**src/rtl/locker_pkg.sv**
```systemverilog
// Shared types and default password table for the locker controller.
package locker_pkg;

  typedef enum logic [1:0] {
    ST_IDLE    = 2'd0,
    ST_CHECK   = 2'd1,
    ST_GRANT   = 2'd2,
    ST_LOCKOUT = 2'd3
  } state_t;

  localparam logic [11:0] DEFAULT_TABLE [4] = '{12'hf2a, 12'h0aa, 12'hece, 12'h999};

  // Slot u takes table[u%4]; the result is zero-extended, then masked to pass_w bits.
  function automatic logic [31:0] default_pass(input int u, input int pass_w);
    logic [31:0] v;
    v = {20'd0, DEFAULT_TABLE[2'(u % 4)]};
    if (pass_w < 32) v = v & ((32'd1 << pass_w) - 32'd1);
    return v;
  endfunction

endpackage

```
**src/rtl/locker_fail_ctr.sv**
```systemverilog
// Per-user saturating failure counter with synchronous clear.
module locker_fail_ctr #(
  parameter int MAX_TRIES = 3
) (
  input  logic       clk,
  input  logic       rstn,
  input  logic       inc,
  input  logic       clr,
  output logic [3:0] cnt
);

  always_ff @(posedge clk or negedge rstn) begin
    if (!rstn) begin
      cnt <= 4'd0;
    end else if (clr) begin
      cnt <= 4'd0;
    end else if (inc && (cnt < 4'(MAX_TRIES))) begin
      cnt <= cnt + 4'd1;
    end
  end

endmodule

```
**src/rtl/locker_ctrl.sv**
```systemverilog
// Multi-user password locker with per-user lockout.
// Define LOCKER_PROG_EN to allow reprogramming a slot's password during a grant.
module locker_ctrl
  import locker_pkg::*;
#(
  parameter int NUM_USERS     = 4,
  parameter int PASS_W        = 12,
  parameter int MAX_TRIES     = 3,
  parameter int ACCESS_CYCLES = 8,
  parameter int LOCK_CYCLES   = 16,
  localparam int UW           = $clog2(NUM_USERS)
) (
  input  logic              clk,
  input  logic              rstn,
  input  logic              enter,
  input  logic [UW-1:0]     user,
  input  logic [PASS_W-1:0] pass_in,
  input  logic              prog,
  input  logic [PASS_W-1:0] new_pass,
  output logic              access,
  output logic              alarm,
  output logic              deny,
  output logic              busy,
  output logic [3:0]        fail_cnt
);

  localparam int MAXC = (ACCESS_CYCLES > LOCK_CYCLES) ? ACCESS_CYCLES : LOCK_CYCLES;
  localparam int TW   = $clog2(MAXC + 1);

  state_t              state, state_nx;
  logic [UW-1:0]       user_q;
  logic [PASS_W-1:0]   pass_q;
  logic [TW-1:0]       timer;
  logic                deny_q, deny_d;
  logic [PASS_W-1:0]   slot [NUM_USERS];
  logic [3:0]          cnt  [NUM_USERS];
  logic [NUM_USERS-1:0] inc, clr;
  logic                user_ok, match, at_limit;

  assign user_ok  = (int'(user_q) < NUM_USERS);
  assign match    = user_ok && (pass_q == slot[user_q]);
  assign at_limit = user_ok && (cnt[user_q] >= 4'(MAX_TRIES - 1));

  always_ff @(posedge clk or negedge rstn) begin
    if (!rstn) begin
      state  <= ST_IDLE;
      user_q <= '0;
      pass_q <= '0;
      deny_q <= 1'b0;
    end else begin
      state  <= state_nx;
      deny_q <= deny_d;
      if (state == ST_IDLE && enter) begin
        user_q <= user;
        pass_q <= pass_in;
      end
    end
  end

  always_comb begin
    state_nx = state;
    inc      = '0;
    clr      = '0;
    deny_d   = 1'b0;
    case (state)
      ST_IDLE: if (enter) state_nx = ST_CHECK;
      ST_CHECK: begin
        if (!user_ok) begin
          deny_d   = 1'b1;
          state_nx = ST_IDLE;
        end else if (match) begin
          clr[user_q] = 1'b1;
          state_nx    = ST_GRANT;
        end else begin
          inc[user_q] = 1'b1;
          deny_d      = 1'b1;
          state_nx    = at_limit ? ST_LOCKOUT : ST_IDLE;
        end
      end
      ST_GRANT: if (enter || timer == '0) state_nx = ST_IDLE;
      ST_LOCKOUT: begin
        if (timer == '0) begin
          if (user_ok) clr[user_q] = 1'b1;
          state_nx = ST_IDLE;
        end
      end
      default: state_nx = ST_IDLE;
    endcase
  end

  // Timer is loaded on entry so that GRANT/LOCKOUT last exactly N cycles.
  always_ff @(posedge clk or negedge rstn) begin
    if (!rstn) begin
      timer <= '0;
    end else if (state_nx == ST_GRANT && state != ST_GRANT) begin
      timer <= TW'(ACCESS_CYCLES - 1);
    end else if (state_nx == ST_LOCKOUT && state != ST_LOCKOUT) begin
      timer <= TW'(LOCK_CYCLES - 1);
    end else if (timer != '0) begin
      timer <= timer - TW'(1);
    end
  end

`ifdef LOCKER_PROG_EN
  always_ff @(posedge clk or negedge rstn) begin
    if (!rstn) begin
      for (int i = 0; i < NUM_USERS; i++) slot[i] <= PASS_W'(default_pass(i, PASS_W));
    end else if (state == ST_GRANT && enter && prog && user_ok) begin
      slot[user_q] <= new_pass;
    end
  end
`else
  always_comb begin
    for (int i = 0; i < NUM_USERS; i++) slot[i] = PASS_W'(default_pass(i, PASS_W));
  end
  logic unused_prog;
  assign unused_prog = ^{prog, new_pass};
`endif

  for (genvar g = 0; g < NUM_USERS; g++) begin : g_ctr
    locker_fail_ctr #(.MAX_TRIES(MAX_TRIES)) u_ctr (
      .clk  (clk),
      .rstn (rstn),
      .inc  (inc[g]),
      .clr  (clr[g]),
      .cnt  (cnt[g])
    );
  end

  assign access   = (state == ST_GRANT);
  assign alarm    = (state == ST_LOCKOUT);
  assign busy     = (state != ST_IDLE);
  assign deny     = deny_q;
  assign fail_cnt = user_ok ? cnt[user_q] : 4'd0;

endmodule

```
**config.mk**
```make
export PLATFORM = sky130hd
export DESIGN_NAME = locker_ctrl
export DESIGN_NICKNAME = d
export VERILOG_FILES = /design/src/rtl/locker_pkg.sv /design/src/rtl/locker_fail_ctr.sv /design/src/rtl/locker_ctrl.sv
export SDC_FILE = /design/constraint.sdc
export NUM_CORES = 1
export LEC_CHECK = 0
export ABC_AREA = 1
export CORE_ASPECT_RATIO = 0.5
export CORE_UTILIZATION = 41
export CTS_BUF_LIST = sky130_fd_sc_hd__clkbuf_4 sky130_fd_sc_hd__clkbuf_8
export DETAILED_ROUTE_END_ITERATION = 10
export MAX_ROUTING_LAYER = met4
export PLACE_DENSITY = 0.72
export SYNTH_ARGS = -nofsm -noshare
export SYNTH_HDL_FRONTEND = slang
export SYNTH_SLANG_ARGS = --single-unit
```
**constraint.sdc**
```tcl
create_clock -name clk -period 1.9 [get_ports clk]
set_clock_uncertainty 0.2 [all_clocks]
set_input_delay 0.475 -clock clk [delete_from_list [all_inputs] [get_ports clk]]
set_output_delay 0.475 -clock clk [all_outputs]
set_load 0.01 [all_outputs]
```
==> metrics.csv, run 1 <==
metric;value;unit
outcome;complete, but fails checks;
violated checks;negative setup slack;
Critical Path RT;1.22;ns
sw power;2.09;mW
Slew @ Worst Pin;0.590;ns
unrepaired setup endpoints after global routing;yes;
Slew Viols, Final;0;
VDD IR max;0.000708;V
CP Max Fanout;4;
Fillers;303;
Max Clk Rate;0.460;GHz
Fin Hold WS;0.311;ns
DRT iter0 DRCs;118;
area leader, netlist;dfrtp_1;
routed len/inst;15.4;um
drt first pass iters;4;
Yosys reg bits;38;
most frequent cells in the layout;38 x nor2_1, 36 x dfrtp_1, 32 x inv_1, 31 x nand2_1, 28 x buf_4;
Max-slew headroom;60.3;%
Arr. time, crit path;1.50;ns
Place WS;-0.303;ns
initial antenna violation count;0;
worst setup margin;-0.274;ns
Design Area, Final;3090;um^2
Hold Path Class;flip-flop to flip-flop;
top-area cell type share of the netlist area;47.8;%
switch share;41.5;%
full die area;5150;um^2
leak pwr;1.57;nW
buffers added on ports;24;
synth unique cells;27;
drt total wl;5970;um
final-stage net count;356;
share of post-route cells with drive strength above 1;39.3;%
DR vias;2068;
Synth Cell Area;1990;um^2
synth top area cells;dfrtp_1 48%, nand2_1 10%, nor2_1 8.7%;
Boundary Pins;38;
PwrDens;1630;nW/um^2
Synthesized Nets;286;
syn_area_per_cell;7.96;um^2
Seq pwr share;28.0;%
clock network power share;14.2;%
Post-Syn Instances;250;
Worst-path clk slew;0.08;ns
ANT cells;0;
area post-placement;2520;um^2
Finished Layout Cells;387;
dpl cells;363;
most common cell after layout, fill and taps aside;nor2_1;
Clock Path Buffers;2;
Max Cap Viol;0;
Starting Density;43.9;%
clk_lat worst skew;0.29;ns
final worst path period share;114;%
largest net degree at the start of global routing;39;
Worst Setup End Kind;primary output;
CTS tree;built;
combinational share of power;57.8;%
final setup fails;24;
P_int;2.95;mW
CTS Sinks;38;
setup_tns;-3.39;ns
crit start category;flip-flop;
# DRC;0;
Final HPWL DP;3330;um
row count;17;
critical path class;flip-flop to primary output;
total power;5.04;mW
clock buffer count from CTS;5;
chip height;51.3;um
Final Critical Period;2.17;ns
Global Route Usage Sum;22.1;%
gpl congestion;0.858;
first-pass GRT wire length;8360;um
vias in the first global route;1885;
htree depth;2;
Die X;101;um
Synth-to-Final Area Change;55.2;%
final antenna-violating net count;0;
vias per cell;5.34;
Final Hold Fails;0;
share of the yosys chip area belonging to registers;47.8;%
warnings from Yosys;0;
Final Core Density;68.2;%
Core ar.;4530;um^2
gr ovfl total;0;
clock root cell;clkbuf_8;
hold buffers post-CTS;0;
routing by layer:
metal  part of all wire [%]  global-route usage, %  wire length [um]  up-vias
met5                      0                      -                 0        -
met4                    2.1                   7.97               125        0
met3                    7.0                   4.10               415       20
met2                     49                   37.9              2950       92
met1                     42                   26.5              2480     1020
li1                       -                      -                 -      936
state kept, by name, summed over array words and instances, names as in the netlist:
| name | flops |
|---|---|
| timer | 5 |
| pass_q | 12 |
| deny | 1 |
| g_ctr.u_ctr.cnt | 16 |
| state | 2 |
| user_q | 2 |
what timing repair did:
action | in CTS | in global routing
pin swaps | 5 | 21
cloned | 1 | 0
endpoints found under the setup margin | 21 | 27
buffers inserted | 7 | 8
resized for setup | 51 | 69
synthesized netlist by cell type:
master,instances
a21oi_1,8
nand3b_1,2
nor4_1,4
xor2_1,1
o21ai_0,9
nand2_4,1
nor2_1,46
o211ai_1,1
xnor2_1,1
nand4_2,1
a22oi_1,1
dfrtp_1,38
mux2_2,9
nand2_1,54
nand2_2,1
ha_1,6
nor2_2,2
clkbuf_1,1
and2_1,1
buf_2,2
o21ai_2,1
nand3_1,11
o22ai_1,1
o221ai_1,1
nand4_1,5
inv_1,40
inv_2,2
power by group through the flow:
stage	logic (mW)	registers, mW	clock network [mW]
floorplan	1.13	1.35	0
global placement	1.90	1.36	0
detailed placement	1.96	1.38	0
CTS	2.24	1.38	0.705
global route	3.12	1.45	0.756
finish	2.91	1.41	0.714
worst paths after layout:
| path | from | end | slack, ns | cells past startpoint |
|---|---|---|---|---|
| setup / recovery | user_q[1]$_DFFE_PN0P_ | fail_cnt[0] | -0.27 | 6 |
| min in group asynchronous | rstn | g_ctr[3].u_ctr.cnt[2]$_DFFE_PN0P_ | 0.36 | 2 |
| max in group asynchronous | rstn | user_q[0]$_DFFE_PN0P_ | 0.94 | 2 |
| setup reg to reg | user_q[1]$_DFFE_PN0P_ | g_ctr[3].u_ctr.cnt[3]$_DFFE_PN0P_ | -0.16 | 11 |
| hold / removal | pass_q[4]$_DFFE_PN0P_ | pass_q[4]$_DFFE_PN0P_ | 0.31 | 1 |
| hold reg to reg | pass_q[4]$_DFFE_PN0P_ | pass_q[4]$_DFFE_PN0P_ | 0.31 | 1 |
critical path, stage by stage (launching register included):
cell,delay [ns]
dfrtp_2,0.44
buf_6,0.13
nor2_4,0.05
buf_6,0.11
a22oi_2,0.18
o221ai_1,0.14
buf_2,0.16
kinds of logic after synthesis:
kind of cell               synth area share [%]
and+or+nand+nor                            27.7
adders and majority gates                  3.77
muxes                                      5.09
DFF                                        47.8
xor gates and xnor gates                  0.880
buffers and inverters                      8.61
AOI/OAI and AO/OA                          6.22
layout make-up:
class | instances | area (um^2) | area share, %
multi-input combinational | 168 | 1160 | 37.5
sequential | 38 | 953 | 30.9
timing repair buffer | 65 | 609 | 19.7
inverter | 42 | 170 | 5.51
clock buffer | 7 | 83.8 | 2.71
clock inverter | 1 | 30.0 | 0.972
tap | 66 | 82.6 | 2.67
Note: power is estimated with default switching activity, not from simulation.
==> run 2, diff against run 1 <==
--- a/config.mk
+++ b/config.mk
@@ -9,9 +9,10 @@
 export CORE_ASPECT_RATIO = 0.5
 export CORE_UTILIZATION = 41
 export CTS_BUF_LIST = sky130_fd_sc_hd__clkbuf_4 sky130_fd_sc_hd__clkbuf_8
+export CTS_CLUSTER_SIZE = 16
 export DETAILED_ROUTE_END_ITERATION = 10
 export MAX_ROUTING_LAYER = met4
-export PLACE_DENSITY = 0.72
+export PLACE_DENSITY = 0.65
 export SYNTH_ARGS = -nofsm -noshare
 export SYNTH_HDL_FRONTEND = slang
 export SYNTH_SLANG_ARGS = --single-unit
==> metrics.csv, run 2 (synthesized netlist as in run 1, its figures left out) <==
metric;value;unit
outcome;complete, but fails checks;
violated checks;negative setup slack;
largest net degree at the start of global routing;39;
Worst Setup End Kind;primary output;
Fillers;382;
GR Util met2;32.3;%
gr ovfl total;0;
CP Max Fanout;4;
Boundary Pins;38;
Clock Path Buffers;2;
VDD IR max;0.000608;V
critical path class;flip-flop to primary output;
CP max stage delay;0.45;ns
Die X;101;um
CP cell instances;buf_6 > nand2_4 > inv_4 > a22oi_2 > o221ai_2 > buf_2;
Synth-to-Final Area Change;39.7;%
ANT cells;0;
Arr. time, crit path;1.42;ns
Max Cap Viol;0;
Worst-path clk slew;0.07;ns
Slew Viols, Final;0;
Worst path slowest cell;dfrtp_2;
Starting Density;43.9;%
clock root cell;clkbuf_8;
hold buffers post-CTS;0;
routed len/inst;12.6;um
initial antenna violation count;0;
CTS Sinks;38;
clock buffer count from CTS;5;
final antenna-violating net count;0;
Global Route Usage Sum;20.0;%
total power;4.20;mW
clk_lat worst skew;0.29;ns
final-stage net count;348;
chip height;51.3;um
Final HPWL DP;3250;um
gpl congestion;0.833;
most frequent cells in the layout;43 x nor2_1, 43 x nand2_1, 36 x dfrtp_1, 35 x inv_1, 28 x buf_4;
Core ar.;4530;um^2
htree depth;2;
unrepaired setup endpoints after global routing;yes;
drt first pass iters;4;
share of post-route cells with drive strength above 1;30.1;%
Largest Register;g_ctr.u_ctr.cnt;
Finished Layout Cells;378;
PwrDens;1510;nW/um^2
full die area;5150;um^2
worst setup margin;-0.197;ns
GRT busiest layer;met2;
drt total wl;4770;um
Final Critical Period;2.10;ns
number of flip-flops in the largest register;16;
Slew @ Worst Pin;0.450;ns
final worst path period share;110;%
dpl cells;360;
Final Hold Fails;0;
vias per cell;4.78;
crit start category;flip-flop;
DRT iter0 DRCs;48;
Critical Path RT;1.22;ns
largest registers;g_ctr.u_ctr.cnt (16), pass_q (12), timer (5);
grt met3 use;5.34;%
DR vias;1806;
hold depth;1;
CTS tree;built;
buffers added on ports;24;
met1 usage;25.3;%
Hold Path Class;flip-flop to flip-flop;
# DRC;0;
final setup fails;15;
first-pass GRT wire length;7570;um
Register-to-Register Path Depth;10;
leak pwr;1.43;nW
vias in the first global route;1721;
Max-slew headroom;69.7;%
Max Clk Rate;0.477;GHz
row count;17;
==> run 2: worst paths after layout <==
check / start / end / slack (ns)
worst max-delay path: user_q[0]$_DFFE_PN0P_ / fail_cnt[0] / -0.20
worst min-delay path: pass_q[6]$_DFFE_PN0P_ / pass_q[6]$_DFFE_PN0P_ / 0.31
worst max register to register: user_q[1]$_DFFE_PN0P_ / timer[2]$_DFFE_PN0P_ / -0.04
worst min register to register: pass_q[6]$_DFFE_PN0P_ / pass_q[6]$_DFFE_PN0P_ / 0.31
max in group asynchronous: rstn / user_q[0]$_DFFE_PN0P_ / 0.94
min in group asynchronous: rstn / pass_q[3]$_DFFE_PN0P_ / 0.36
==> run 2: timing repair <==
action / in CTS / in global routing
setup endpoints to repair: 23 / 29
setup buffers: 5 / 5
gates cloned: 0 / 1
pin swaps: 8 / 9
resized for setup: 41 / 26
==> run 2: critical path, delay by kind of cell (launching register included) <==
family | cells | cell delay, ns
buffers and inverters | 3 | 0.33
flip-flops | 1 | 0.45
AND/OR/NAND/NOR | 1 | 0.07
AO/OA/AOI/OAI | 2 | 0.29
==> run 2: power by group <==
part / internal (mW) / total, mW / leakage (nW) / switching, mW
clock network: 0.281 / 0.554 / 0.0452 / 0.273
logic: 1.07 / 2.25 / 0.928 / 1.18
registers: 1.14 / 1.40 / 0.456 / 0.261
==> run 2: final cells by class <==
class | instances | area, um^2 | share of cell area, %
clock buffer | 7 | 83.8 | 3.02
inverter | 42 | 160 | 5.76
multi-input combinational | 168 | 1000 | 36.1
sequential | 38 | 953 | 34.3
tap | 66 | 82.6 | 2.97
timing repair buffer | 57 | 497 | 17.9
==> run 2: through the flow <==
step           worst slack, ns  setup TNS [ns]  instance area, um^2  util [%]  hold WS [ns]
2_1_floorplan            0.240               0                 1990         -       -0.0206
3_3_place_gp            -0.318           -1.03                 2500      55.1         0.289
3_5_place_dp            -0.334           -1.34                 2500      55.1         0.295
4_1_cts                 -0.240          -0.723                 2650      58.5         0.311
5_1_grt                 -0.264           -2.97                 2780      61.4         0.346
6_report                -0.197          -0.832                 2780      61.4         0.308
==> run 2: per-layer routing <==
layer	part of all wire, %	up-vias	wire (um)
met2	46	34	2210
met5	0	-	0
met4	0.84	0	40
li1	-	914	-
met3	5.7	5	271
met1	47	853	2240
==> run 3, diff against run 2 <==
==> constraint.sdc (replaced) <==
create_clock -name clk -period 2.1 [get_ports clk]
set_clock_uncertainty 0.2 [all_clocks]
set_input_delay 0.525 -clock clk [delete_from_list [all_inputs] [get_ports clk]]
set_output_delay 0.525 -clock clk [all_outputs]
set_load 0.01 [all_outputs]
==> metrics.csv, run 3 (synthesized netlist as in run 1, its figures left out) <==
metric;value;unit
outcome;complete, but fails checks;
violated checks;negative setup slack;
Clock Path Buffers;2;
Design Area, Final;2600;um^2
first-pass GRT wire length;7220;um
critical path class;flip-flop to primary output;
clock root cell;clkbuf_8;
Max Cap Viol;0;
Final Hold Fails;0;
GR Util met2;27.4;%
Largest Register;g_ctr.u_ctr.cnt;
dpl cells;355;
most common cell after layout, fill and taps aside;nand2_1;
ANT cells;0;
full die area;5150;um^2
Worst-path clk slew;0.07;ns
CTS Sinks;38;
Max-slew headroom;74.6;%
Arr. time, crit path;1.39;ns
VDD IR max;0.000575;V
footprint of the multi-input gates;931;um^2
Finished Layout Cells;364;
leak pwr;1.36;nW
drt total wl;4200;um
drt first pass iters;4;
worst setup margin;-0.0115;ns
Hold Path Class;flip-flop to flip-flop;
GRT busiest layer;met2;
vias per cell;4.67;
Max Clk Rate;0.474;GHz
number of flip-flops in the largest register;16;
gr ovfl total;0;
vias in the first global route;1590;
buffers added on ports;24;
Reg2Reg Setup Slack;0.16;ns
Fillers;425;
Boundary Pins;38;
Die X;101;um
Starting Density;43.9;%
Slew Viols, Final;0;
htree depth;2;
CP Max Fanout;5;
final-stage net count;334;
grt met3 use;4.65;%
Fin Hold WS;0.308;ns
final worst path period share;101;%
final antenna-violating net count;0;
crit start category;flip-flop;
chip height;51.3;um
Slew @ Worst Pin;0.377;ns
Global Route Usage Sum;19.1;%
Final HPWL DP;3130;um
DRT iter0 DRCs;104;
row count;17;
CTS tree;built;
largest registers;g_ctr.u_ctr.cnt (16), pass_q (12), timer (5);
most frequent cells in the layout;51 x nand2_1, 44 x nor2_1, 38 x inv_1, 36 x dfrtp_1;
DR vias;1700;
area post-placement;2460;um^2
clk_lat worst skew;0.29;ns
initial antenna violation count;0;
clock buffer count from CTS;5;
setup_tns;-0.0223;ns
total power;3.53;mW
unrepaired setup endpoints after global routing;yes;
met1 usage;26.6;%
Core ar.;4530;um^2
largest net degree at the start of global routing;39;
final setup fails;3;
Synth-to-Final Area Change;30.8;%
Worst Setup End Kind;primary output;
# DRC;0;
gpl congestion;0.844;
PwrDens;1360;nW/um^2
routed len/inst;11.5;um
hold buffers post-CTS;0;
Storage cell area;953;um^2
Final Critical Period;2.11;ns
Critical Path RT;1.37;ns
share of post-route cells with drive strength above 1;20.1;%
## run 3: cell count changes in the layout (fill, tap and decap cells not counted), sizes merged
cell | before | now
buf | 37 | 24
nand4 | 7 | 6
dlygate4sd2 | 2 | 3
clkbuf | 8 | 7
## run 3: power breakdown
group / internal (mW) / leakage, nW / switching (mW)
registers: 1.03 / 0.456 / 0.246
logic: 0.824 / 0.859 / 0.925
clock network: 0.255 / 0.0452 / 0.247
total: 2.11 / 1.36 / 1.42
## run 3: worst paths after layout
check                                            from               endpoint  cells past startpoint
worst min register to register  pass_q[6]$_DFFE_PN0P_  pass_q[6]$_DFFE_PN0P_                      1
worst max-delay path            user_q[1]$_DFFE_PN0P_            fail_cnt[3]                      8
worst max register to register  user_q[0]$_DFFE_PN0P_   timer[4]$_DFFE_PN0P_                      9
min in group asynchronous                        rstn     state[0]$_DFF_PN0_                      2
worst min-delay path            pass_q[6]$_DFFE_PN0P_  pass_q[6]$_DFFE_PN0P_                      1
max in group asynchronous                        rstn  user_q[1]$_DFFE_PN0P_                      2
## run 3: layer usage
| metal | part of all wire, % | up-vias |
|---|---|---|
| li1 | - | 880 |
| met1 | 53 | 784 |
| met2 | 42 | 31 |
| met3 | 4.0 | 5 |
| met4 | 1.2 | 0 |
| met5 | 0 | - |
## run 3: stage by stage
step / setup slack (ns) / utilization (%)
2_1_floorplan: 0.390 / -
3_3_place_gp: -0.167 / 54.3
3_5_place_dp: -0.168 / 54.3
4_1_cts: -0.0379 / 56.7
5_1_grt: -0.0975 / 57.5
6_report: -0.0115 / 57.5
## run 3: worst max-delay path, cell delays in order, from the launching register on
cell     delay, ns
dfrtp_2       0.47
buf_6         0.15
nand2_8       0.07
inv_2         0.04
nand2_1       0.05
nand2_1       0.06
nor2_2        0.09
inv_1         0.05
buf_2         0.13
## run 3: area by class of cell
| class | instances | area share [%] |
|---|---|---|
| clock buffer | 7 | 3.22 |
| multi-input combinational | 167 | 35.8 |
| inverter | 42 | 6.05 |
| timing repair buffer | 44 | 15.2 |
| tap | 66 | 3.17 |
| sequential | 38 | 36.6 |
## run 3: repair_timing
item | 4_1_cts | 5_1_grt
endpoints found under the setup margin | 7 | 12
setup buffers | 2 | 1
gates resized for setup | 30 | 10
pin swaps | 5 | 5
